### config.mk
export PLATFORM = sky130hd
export DESIGN_NAME = predecode_queue
export DESIGN_NICKNAME = d
export VERILOG_FILES = /design/src/rtl/predecode_queue.sv
export SDC_FILE = /design/constraint.sdc
export NUM_CORES = 2
export LEC_CHECK = 0
export CAP_MARGIN = 20
export CORE_ASPECT_RATIO = 1.2
export CORE_UTILIZATION = 25
export CTS_CLUSTER_DIAMETER = 200
export DETAILED_ROUTE_END_ITERATION = 10
export SLEW_MARGIN = 20
export SYNTH_ARGS = -nofsm -noshare
export SYNTH_HDL_FRONTEND = slang
export SYNTH_SLANG_ARGS = --single-unit
### constraint.sdc
create_clock -name clk -period 3.45 [get_ports clk]
set_input_delay 0.69 -clock clk [delete_from_list [all_inputs] [get_ports clk]]
set_output_delay 0.69 -clock clk [all_outputs]
set_load 0.1 [all_outputs]
### src/rtl/predecode_queue.sv
// Fetch-to-issue instruction queue that pre-decodes branch class, link and HI/LO use on enqueue.
// Optional PREDECODE_DELAY_SLOT_EN holds back a branch until its delay slot is presented alongside it.
module predecode_queue #(
  parameter int unsigned DEPTH     = 8,
  parameter int unsigned IN_WIDTH  = 2,
  parameter int unsigned OUT_WIDTH = 2
) (
  input  logic                             clk,
  input  logic                             rst,
  input  logic                             flush,
  input  logic [$clog2(IN_WIDTH+1)-1:0]    in_count,
  input  logic [IN_WIDTH*32-1:0]           in_instr,
  input  logic [IN_WIDTH*32-1:0]           in_pc,
  output logic                             in_ready,
  output logic [OUT_WIDTH-1:0]             out_valid,
  output logic [OUT_WIDTH*32-1:0]          out_instr,
  output logic [OUT_WIDTH*32-1:0]          out_pc,
  output logic [OUT_WIDTH*3-1:0]           out_branch_type,
  output logic [OUT_WIDTH-1:0]             out_is_branch,
  output logic [OUT_WIDTH-1:0]             out_is_link,
  output logic [OUT_WIDTH-1:0]             out_is_hilo,
  input  logic [$clog2(OUT_WIDTH+1)-1:0]   out_accept,
  output logic [$clog2(DEPTH+1)-1:0]       occupancy
);

  localparam int unsigned PW  = $clog2(DEPTH);
  localparam int unsigned OCW = $clog2(DEPTH+1);

  typedef enum logic [2:0] {
    B_INVA = 3'd0,
    B_EQNE = 3'd1,
    B_LTGE = 3'd2,
    B_JUMP = 3'd3,
    B_JREG = 3'd4
  } branch_type_e;

  typedef struct packed {
    logic [31:0]  instr;
    logic [31:0]  pc;
    branch_type_e btype;
    logic         link;
    logic         hilo;
  } entry_t;

  entry_t         mem_q [DEPTH];
  entry_t         mem_d [DEPTH];
  logic [PW-1:0]  head_q, head_d, tail_q, tail_d;
  logic [OCW-1:0] occ_q, occ_d;
  logic [OCW-1:0] enq_cnt;

  function automatic entry_t predecode(input logic [31:0] instr, input logic [31:0] pc);
    entry_t     e;
    logic [5:0] op;
    logic [5:0] funct;
    logic [4:0] rt;
    op      = instr[31:26];
    rt      = instr[20:16];
    funct   = instr[5:0];
    e.instr = instr;
    e.pc    = pc;
    e.btype = B_INVA;
    e.link  = 1'b0;
    if (op[5:2] == 4'b0001) begin
      e.btype = B_EQNE;
    end else if (op == 6'b000001 && rt[3:1] == 3'b000) begin
      e.btype = B_LTGE;
      e.link  = rt[4];
    end else if (op[5:1] == 5'b00001) begin
      e.btype = B_JUMP;
      e.link  = op[0];
    end else if (op == 6'b000000 && funct[5:1] == 5'b00100) begin
      e.btype = B_JREG;
      e.link  = funct[0];
    end
    e.hilo = (op == 6'b000000 && (funct[5:2] == 4'b0100 || funct[5:2] == 4'b0110)) ||
             (op == 6'b011100 && funct[5:3] == 3'b000 &&
              (funct[2:0] == 3'd0 || funct[2:0] == 3'd1 || funct[2:0] == 3'd2 ||
               funct[2:0] == 3'd4 || funct[2:0] == 3'd5));
    return e;
  endfunction

  // in_ready looks only at the registered occupancy, never at same-cycle frees.
  assign in_ready  = (occ_q <= OCW'(DEPTH - IN_WIDTH));
  assign occupancy = occ_q;

  always_comb begin
    mem_d   = mem_q;
    head_d  = head_q;
    tail_d  = tail_q;
    occ_d   = occ_q;
    enq_cnt = in_ready ? OCW'(in_count) : '0;
    if (flush) begin
      head_d = '0;
      tail_d = '0;
      occ_d  = '0;
    end else begin
      for (int unsigned i = 0; i < IN_WIDTH; i++) begin
        if (OCW'(i) < enq_cnt) begin
          mem_d[tail_q + PW'(i)] = predecode(in_instr[i*32 +: 32], in_pc[i*32 +: 32]);
        end
      end
      tail_d = tail_q + PW'(enq_cnt);
      head_d = head_q + PW'(out_accept);
      occ_d  = occ_q + enq_cnt - OCW'(out_accept);
    end
  end

  always_comb begin
`ifdef PREDECODE_DELAY_SLOT_EN
    logic blocked;
    blocked = 1'b0;
`endif
    out_valid       = '0;
    out_instr       = '0;
    out_pc          = '0;
    out_branch_type = '0;
    out_is_branch   = '0;
    out_is_link     = '0;
    out_is_hilo     = '0;
    for (int unsigned i = 0; i < OUT_WIDTH; i++) begin
      out_instr[i*32 +: 32]     = mem_q[head_q + PW'(i)].instr;
      out_pc[i*32 +: 32]        = mem_q[head_q + PW'(i)].pc;
      out_branch_type[i*3 +: 3] = mem_q[head_q + PW'(i)].btype;
      out_is_branch[i]          = mem_q[head_q + PW'(i)].btype != B_INVA;
      out_is_link[i]            = mem_q[head_q + PW'(i)].link;
      out_is_hilo[i]            = mem_q[head_q + PW'(i)].hilo;
`ifdef PREDECODE_DELAY_SLOT_EN
      // Once a branch lacks its slot lane, it and every younger lane stay invalid.
      if (OCW'(i) < occ_q && mem_q[head_q + PW'(i)].btype != B_INVA &&
          (i + 1 >= OUT_WIDTH || OCW'(i + 1) >= occ_q)) begin
        blocked = 1'b1;
      end
      out_valid[i] = (OCW'(i) < occ_q) && !blocked;
`else
      out_valid[i] = (OCW'(i) < occ_q);
`endif
    end
  end

  always_ff @(posedge clk) begin
    if (rst) begin
      head_q <= '0;
      tail_q <= '0;
      occ_q  <= '0;
      mem_q  <= '{default: '0};
    end else begin
      head_q <= head_d;
      tail_q <= tail_d;
      occ_q  <= occ_d;
      mem_q  <= mem_d;
    end
  end

  accept_le_valid: assert property (@(posedge clk) disable iff (rst)
    int'(out_accept) <= $countones(out_valid));

endmodule

Yosys cells after proc, flatten, opt, wreduce, memory -nomap -nowiden
Cells that the tools add are included.

cells by class
  multiplexer cells = 34
  reduce and logical (&&, ||, !) cells = 35
  order comparisons = 11
  $add $sub $neg = 6
  bitwise operators = 4
  eq/ne operators = 22

operator list
  cell                                                                          number
  552-bit two-way mux                                                           3
  552-bit bitwise mux                                                           2
  69-bit binary-select mux with 3-bit select                                    2
  69-bit demux with 3-bit select                                                2
  69-bit two-way mux                                                            6
  4-bit two-way mux                                                             6
  3-bit zero test                                                               6
  3-bit two-way mux                                                             6
  4-bit by 3-bit == test with 1-bit output, second input constant               4
  4-bit >= comparator, second input constant                                    4
  3-bit inverter with 4-bit output                                              4
  3-bit == test, second input constant                                          4
  6-bit by 1-bit == test with 1-bit output, second input constant               2
  6-bit by 5-bit == test with 1-bit output, second input constant               2
  1-bit logical AND                                                             12
  6-bit zero test                                                               2
  1-bit logical OR                                                              12
  5-bit by 1-bit == test with 1-bit output, second input constant               2
  5-bit by 3-bit == test with 1-bit output, second input constant               2
  4-bit by 1-bit == test with 1-bit output, second input constant               2
  1-bit by 4-bit less-than comparator with 1-bit output, first input constant   2
  4-bit by 1-bit less-than comparator with 1-bit output, second input constant  2
  3-bit by 1-bit adder with 3-bit output, second input constant                 2
  3-bit by 2-bit adder with 3-bit output                                        2
  other kinds (10)                                                              19

word-level totals
  register bits after elaboration = 562
  output and inout port bits = 147
  logic and storage cells = 155
  input bits = 135

Depth between registers and ports, before layout
  depth after elaboration = 13
  mapped depth = 13
  depth with buffers taken out = 13

Worst setup path before layout
OpenSTA, ideal clock, no wires.

  path kind = register to register
  start = reg occ_q[3], in the netlist occupancy[3]
  end = reg occ_q[3], in the netlist occupancy[3]
  buffers on the path = 0
  library setup time = 0.126 ns
  path slack = -1.211 ns
  cell stages (with the launch flop) = 13
  arrival = 4.535 ns
  clock period less this slack = 4.661 ns
  required time = 3.324 ns
  path through = dfxtp_1 inv_1 ha_1 nand2_1 nor2_1 nor2_1 and2_1 fa_1 ha_1 a21o_1 a21oi_1 xnor2_1 nor2_1

on the way
  longest elaborated chain between the ends = 4

RTL lines
  item                                                       line  RTL
  start: declaration                                         48    logic [OCW-1:0] occ_q, occ_d;
  start signal: assignment                                   144   occ_q <= '0;
  start signal: assignment                                   149   occ_q <= occ_d;
  4-bit by 3-bit less-or-equal comparator with 1-bit output  83    assign in_ready = (occ_q <= OCW'(DEPTH - IN_WIDTH));
  net in_ready                                               14    output logic in_ready,
  2-bit two-way mux                                          91    enq_cnt = in_ready ? OCW'(in_count) : '0;
  4-bit by 2-bit adder with 4-bit output                     104   occ_d = occ_q + enq_cnt - OCW'(out_accept);
  4-bit by 2-bit subtractor with 4-bit output                104

The timed path passes the listed nets, and every way through them passes these cells.
A chain may end at the register's enable or synchronous reset.

Worst setup path in the final report
  start = reg head_q[1]
  end = out out_instr[46]

on the way
  longest elaborated chain between the ends = 5

RTL lines
  item                                                    line  RTL
  start: declaration                                      47    logic [PW-1:0] head_q, head_d, tail_q, tail_d;
  start signal: assignment                                142   head_q <= '0;
  start signal: assignment                                147   head_q <= head_d;
  3-bit by 1-bit adder with 3-bit output                  121   out_instr[i*32 +: 32] = mem_q[head_q + PW'(i)].instr;
  3-bit inverter with 4-bit output (implied by the code)  121
  69-bit binary-select mux with 3-bit select              121
  69-bit two-way mux (2 in series)                        n/a
  end: declaration                                        16    output logic [OUT_WIDTH*32-1:0] out_instr,

Every way passes these cells. The select of a mux whose other input is x is not followed.

==> metrics.md <==
| Metric | Value |
|---|---|
| Sw Share | `36.3%` |
| Min-delay worst type | `input pin to flip-flop` |
| Fmax achieved | `285 MHz` |
| Combinational Power Share | `33.9%` |
| LEAKAGE | `16.4 nW` |
| Sequential share of the synthesized area | `32.6%` |
| Ys flop type | `dfxtp_1` |
| Max clock buf depth | `3` |
| Pre-antenna DRT Iters | `7` |
| Maximum VDD drop | `428 uV` |
| Routed Antenna Nets | `0` |
| Synthesized Nets | `3,785` |
| Mapped Area | `34,500 um2` |
| Gp weighted congestion | `0.813` |
| Number of remaining DRC errors | `0` |
| P per Cell Area | `507 nW/um2` |
| Via Count | `33,663` |
| Max Cap Viol | `0` |
| I/O pins | `282` |
| Crit path kind | `flip-flop to primary output` |
| Hpwl dp | `86.8 mm` |
| Initial antenna violation count | `6` |
| Cell chain of the critical path | `ha_4, buf_12, buf_16, buf_12, mux4_2, mux2_4, buf_12` |
| CP peak stage delay | `0.50 ns` |
| Largest net degree at the start of global routing | `202` |
| Synthesized area per cell | `9.49 um2` |
| Synth Instances | `3,636` |
| RSZ-0062 raised after global routing | `yes` |
| H-tree depth | `3` |
| Int Pwr | `14.5 mW` |
| Final setup viols | `18` |
| Post-Route WL | `146 mm` |
| DIE AREA | `140,000 um2` |
| Vias in the first global route | `32,257` |
| Failing checks | `negative setup slack` |
| CP required | `2.76 ns` |
| Post-DR vias/cell | `5.99` |
| Final slew viol count | `0` |
| Final cell count without fillers | `5,618` |
| Switching power | `8.29 mW` |
| Final hold viol count | `0` |
| PortBufs | `281` |
| Num rows | `149` |
| Syn-to-layout area delta | `30.3%` |
| Drt wl/cell | `26.0 um` |
| Clock skew | `0.0299 ns` |
| Cell mode on critical path | `buf_12` |
| Clock sink count | `562` |
| Clock Power Share | `34.5%` |
| Async SR Flop Fraction | `0%` |
| Share of layout cells above drive strength 1 | `24.4%` |
| Slowest CP cell | `mux4_2` |
| Place WS | `0.334 ns` |
| Status | `finished with violations` |
| Worst Path Max Fanout | `6` |
| Crit start category | `flip-flop` |
| Relative slew slack | `39.0%` |
| Final core occ | `32.8%` |
| Total power | `22.8 mW` |
| CTS tree | `done` |
| Post-synth EDFFs | `0` |
| Crit path arrival time | `2.82 ns` |
| Final #Nets | `3,901` |
| Die Wd | `341 um` |
| Worst-skew pair later-pin latency | `0.65 ns` |
| Min Hold Slack | `0.440 ns` |
| Critical path capture point type | `primary output` |
| First-pass GRT wire length | `213 mm` |
| Num CTS Buffers | `70` |
| Post-route setup slack | `-0.0599 ns` |
| Dpl cell area | `41,000 um2` |
| TNS Setup | `-0.539 ns` |
| Count of state elements after synthesis | `562` |
| Design Area, Final | `45,000 um2` |
| Reg power frac | `31.7%` |
| Initial DRC Count | `4,010` |
| Grt ovf | `0` |
| Die height | `409 um` |
| Clock transition at path regs | `0.06 ns` |
| Tcrit/Tclk final | `102%` |
| Slew @ Worst Pin | `0.915 ns` |
| YS warnings | `0` |
| Cells after DPL | `5,417` |
| Clk root buf | `clkbuf_16` |
| Starting Density | `25.2%` |
| Core footprint | `137,000 um2` |
| Unique cell type count in the Yosys netlist | `47` |
| Clock period minus worst slack | `3.51 ns` |
| Overall Global Routing Usage | `19.8%` |
## cell usage after synthesis, types with 2 or more instances
cell type  instances  area share [%]
xnor2_1            2           0.051
a211oi_1         256             5.6
o2111ai_2          2           0.087
or2_2             11            0.20
ha_1              10            0.36
mux2i_1            8            0.23
a2111oi_1         18            0.52
nor4b_1            4            0.10
mux2_2           138             4.5
nor2_1           703             7.6
dfxtp_1          562              33
a2111oi_2         20            0.87
nor4_1             3           0.054
a2111oi_0        218             5.5
a222oi_1           8            0.23
and2_1             4           0.072
xor2_1             5            0.13
fa_1               4            0.23
o21ai_1            5           0.072
o211ai_2           2           0.072
nand4_1            2           0.036
a21o_1             9            0.20
clkbuf_1         288             3.1
o221ai_1           8            0.20
or2_1              2           0.036
buf_4              2           0.043
o21ai_0           22            0.32
nor3_1             9            0.13
buf_2            101             1.5
mux4_2           276              18
nand2b_1         259             4.7
nand3_1            3           0.043
or3_1              9            0.16
a221o_1            8            0.23
a22oi_1          264             5.7
nor3_2             2           0.058
inv_1             15            0.16
nand2_1           35            0.38
buf_1             38            0.41
buf_6              2           0.065
o22ai_1          273             4.9
a21oi_1           21            0.30
## critical path: cells and delay by family, from the launching register on
kind                     cells  cell delay (ns)
adder cells (fa/ha/maj)      1             0.35
buffers and inverters        4             0.61
flip-flops                   1             0.39
multiplexers                 2             0.80
## logic make-up (layout without fill, tap and decap cells)
logic type                 count (synthesis)  after routing  share of synthesized area [%]
buffers and inverters                    447            613                           5.29
AOI/OAI and AO/OA                       1135           1135                           24.9
muxes                                    422            422                           22.7
xor gates and xnor gates                   7              7                          0.178
adders and majority gates                 14             14                          0.594
and+or+nand+nor                         1049           1049                           13.7
other                                      0              4                              0
DFF                                      562            562                           32.6
## flip-flops by register name (all words and copies together), names as in the netlist
register	flops
head_q	3
mem_q	552
occupancy	4
tail_q	3
## power groups by stage
stage / logic (mW) / clock network (mW) / registers (mW)
floorplan: 4.70 / 0 / 7.31
global placement: 7.19 / 0 / 7.33
detailed placement: 7.25 / 0 / 7.35
CTS: 7.59 / 7.96 / 7.21
global route: 8.07 / 8.21 / 7.27
finish: 7.72 / 7.86 / 7.23
## area by class of cell
cell class,count,area (um2)
diodes,4,10.0
clock buffers,98,2020
clock inverters,24,360
fillers,13836,92200
inverters,16,67.6
multi-input cells,2627,21900
flip-flops and latches,562,11300
well taps,1812,2270
repair buffers,475,7130
## repair_timing
item	CTS	global route
hold endpoints to repair	0	0
hold buffers	0	0
gates cloned	11	12
setup buffers	42	15
resized for setup	93	43
pin swaps	1	2
setup endpoints to repair	121	69
## final timing paths
check,startpoint,end,slack [ns],cells after the start
worst min register to register,mem_q[484],mem_q[484],0.48,1
worst max register to register,occupancy[3],mem_q[110],0.49,8
worst min-delay path,rst,mem_q[279],0.44,2
worst max-delay path,head_q[1],out_instr[46],-0.06,7
## routing by layer
layer / global-route usage [%] / wire length, um / vias to the layer above
met5: 0 / 50 / -
met4: 8.54 / 6390 / 8
met3: 4.26 / 13700 / 389
met2: 32.4 / 69200 / 1977
met1: 25.0 / 56500 / 16818
li1: - / - / 14471
## cells in the final DEF, fill, tap and decap left out, types with 5 or more instances in the layout
| master | n |
|---|---|
| nor2_1 | 700 |
| dfxtp_1 | 557 |
| mux4_2 | 276 |
| o22ai_1 | 273 |
| a22oi_1 | 264 |
| nand2b_1 | 259 |
| a211oi_1 | 256 |
| a2111oi_0 | 218 |
| buf_12 | 206 |
| clkdlybuf4s50_1 | 132 |
| buf_4 | 91 |
| clkbuf_16 | 82 |
| mux2_4 | 72 |
| mux2_2 | 66 |
| nand2_1 | 35 |
| o21ai_0 | 22 |
| a21oi_1 | 21 |
| a2111oi_2 | 20 |
| a2111oi_1 | 18 |
| buf_16 | 16 |
| inv_1 | 15 |
| clkbuf_1 | 14 |
| buf_6 | 14 |
| clkbuf_8 | 12 |
| nor3_1 | 9 |
| a21o_1 | 9 |
| ha_1 | 9 |
| or2_4 | 8 |
| a222oi_1 | 8 |
| o221ai_1 | 8 |
| a221o_1 | 8 |
| mux2i_1 | 8 |
| bufinv_16 | 8 |
| clkinv_2 | 7 |
| or3_4 | 6 |
| or2_2 | 5 |
No activity file was read; power rests on OpenSTA's default activity.
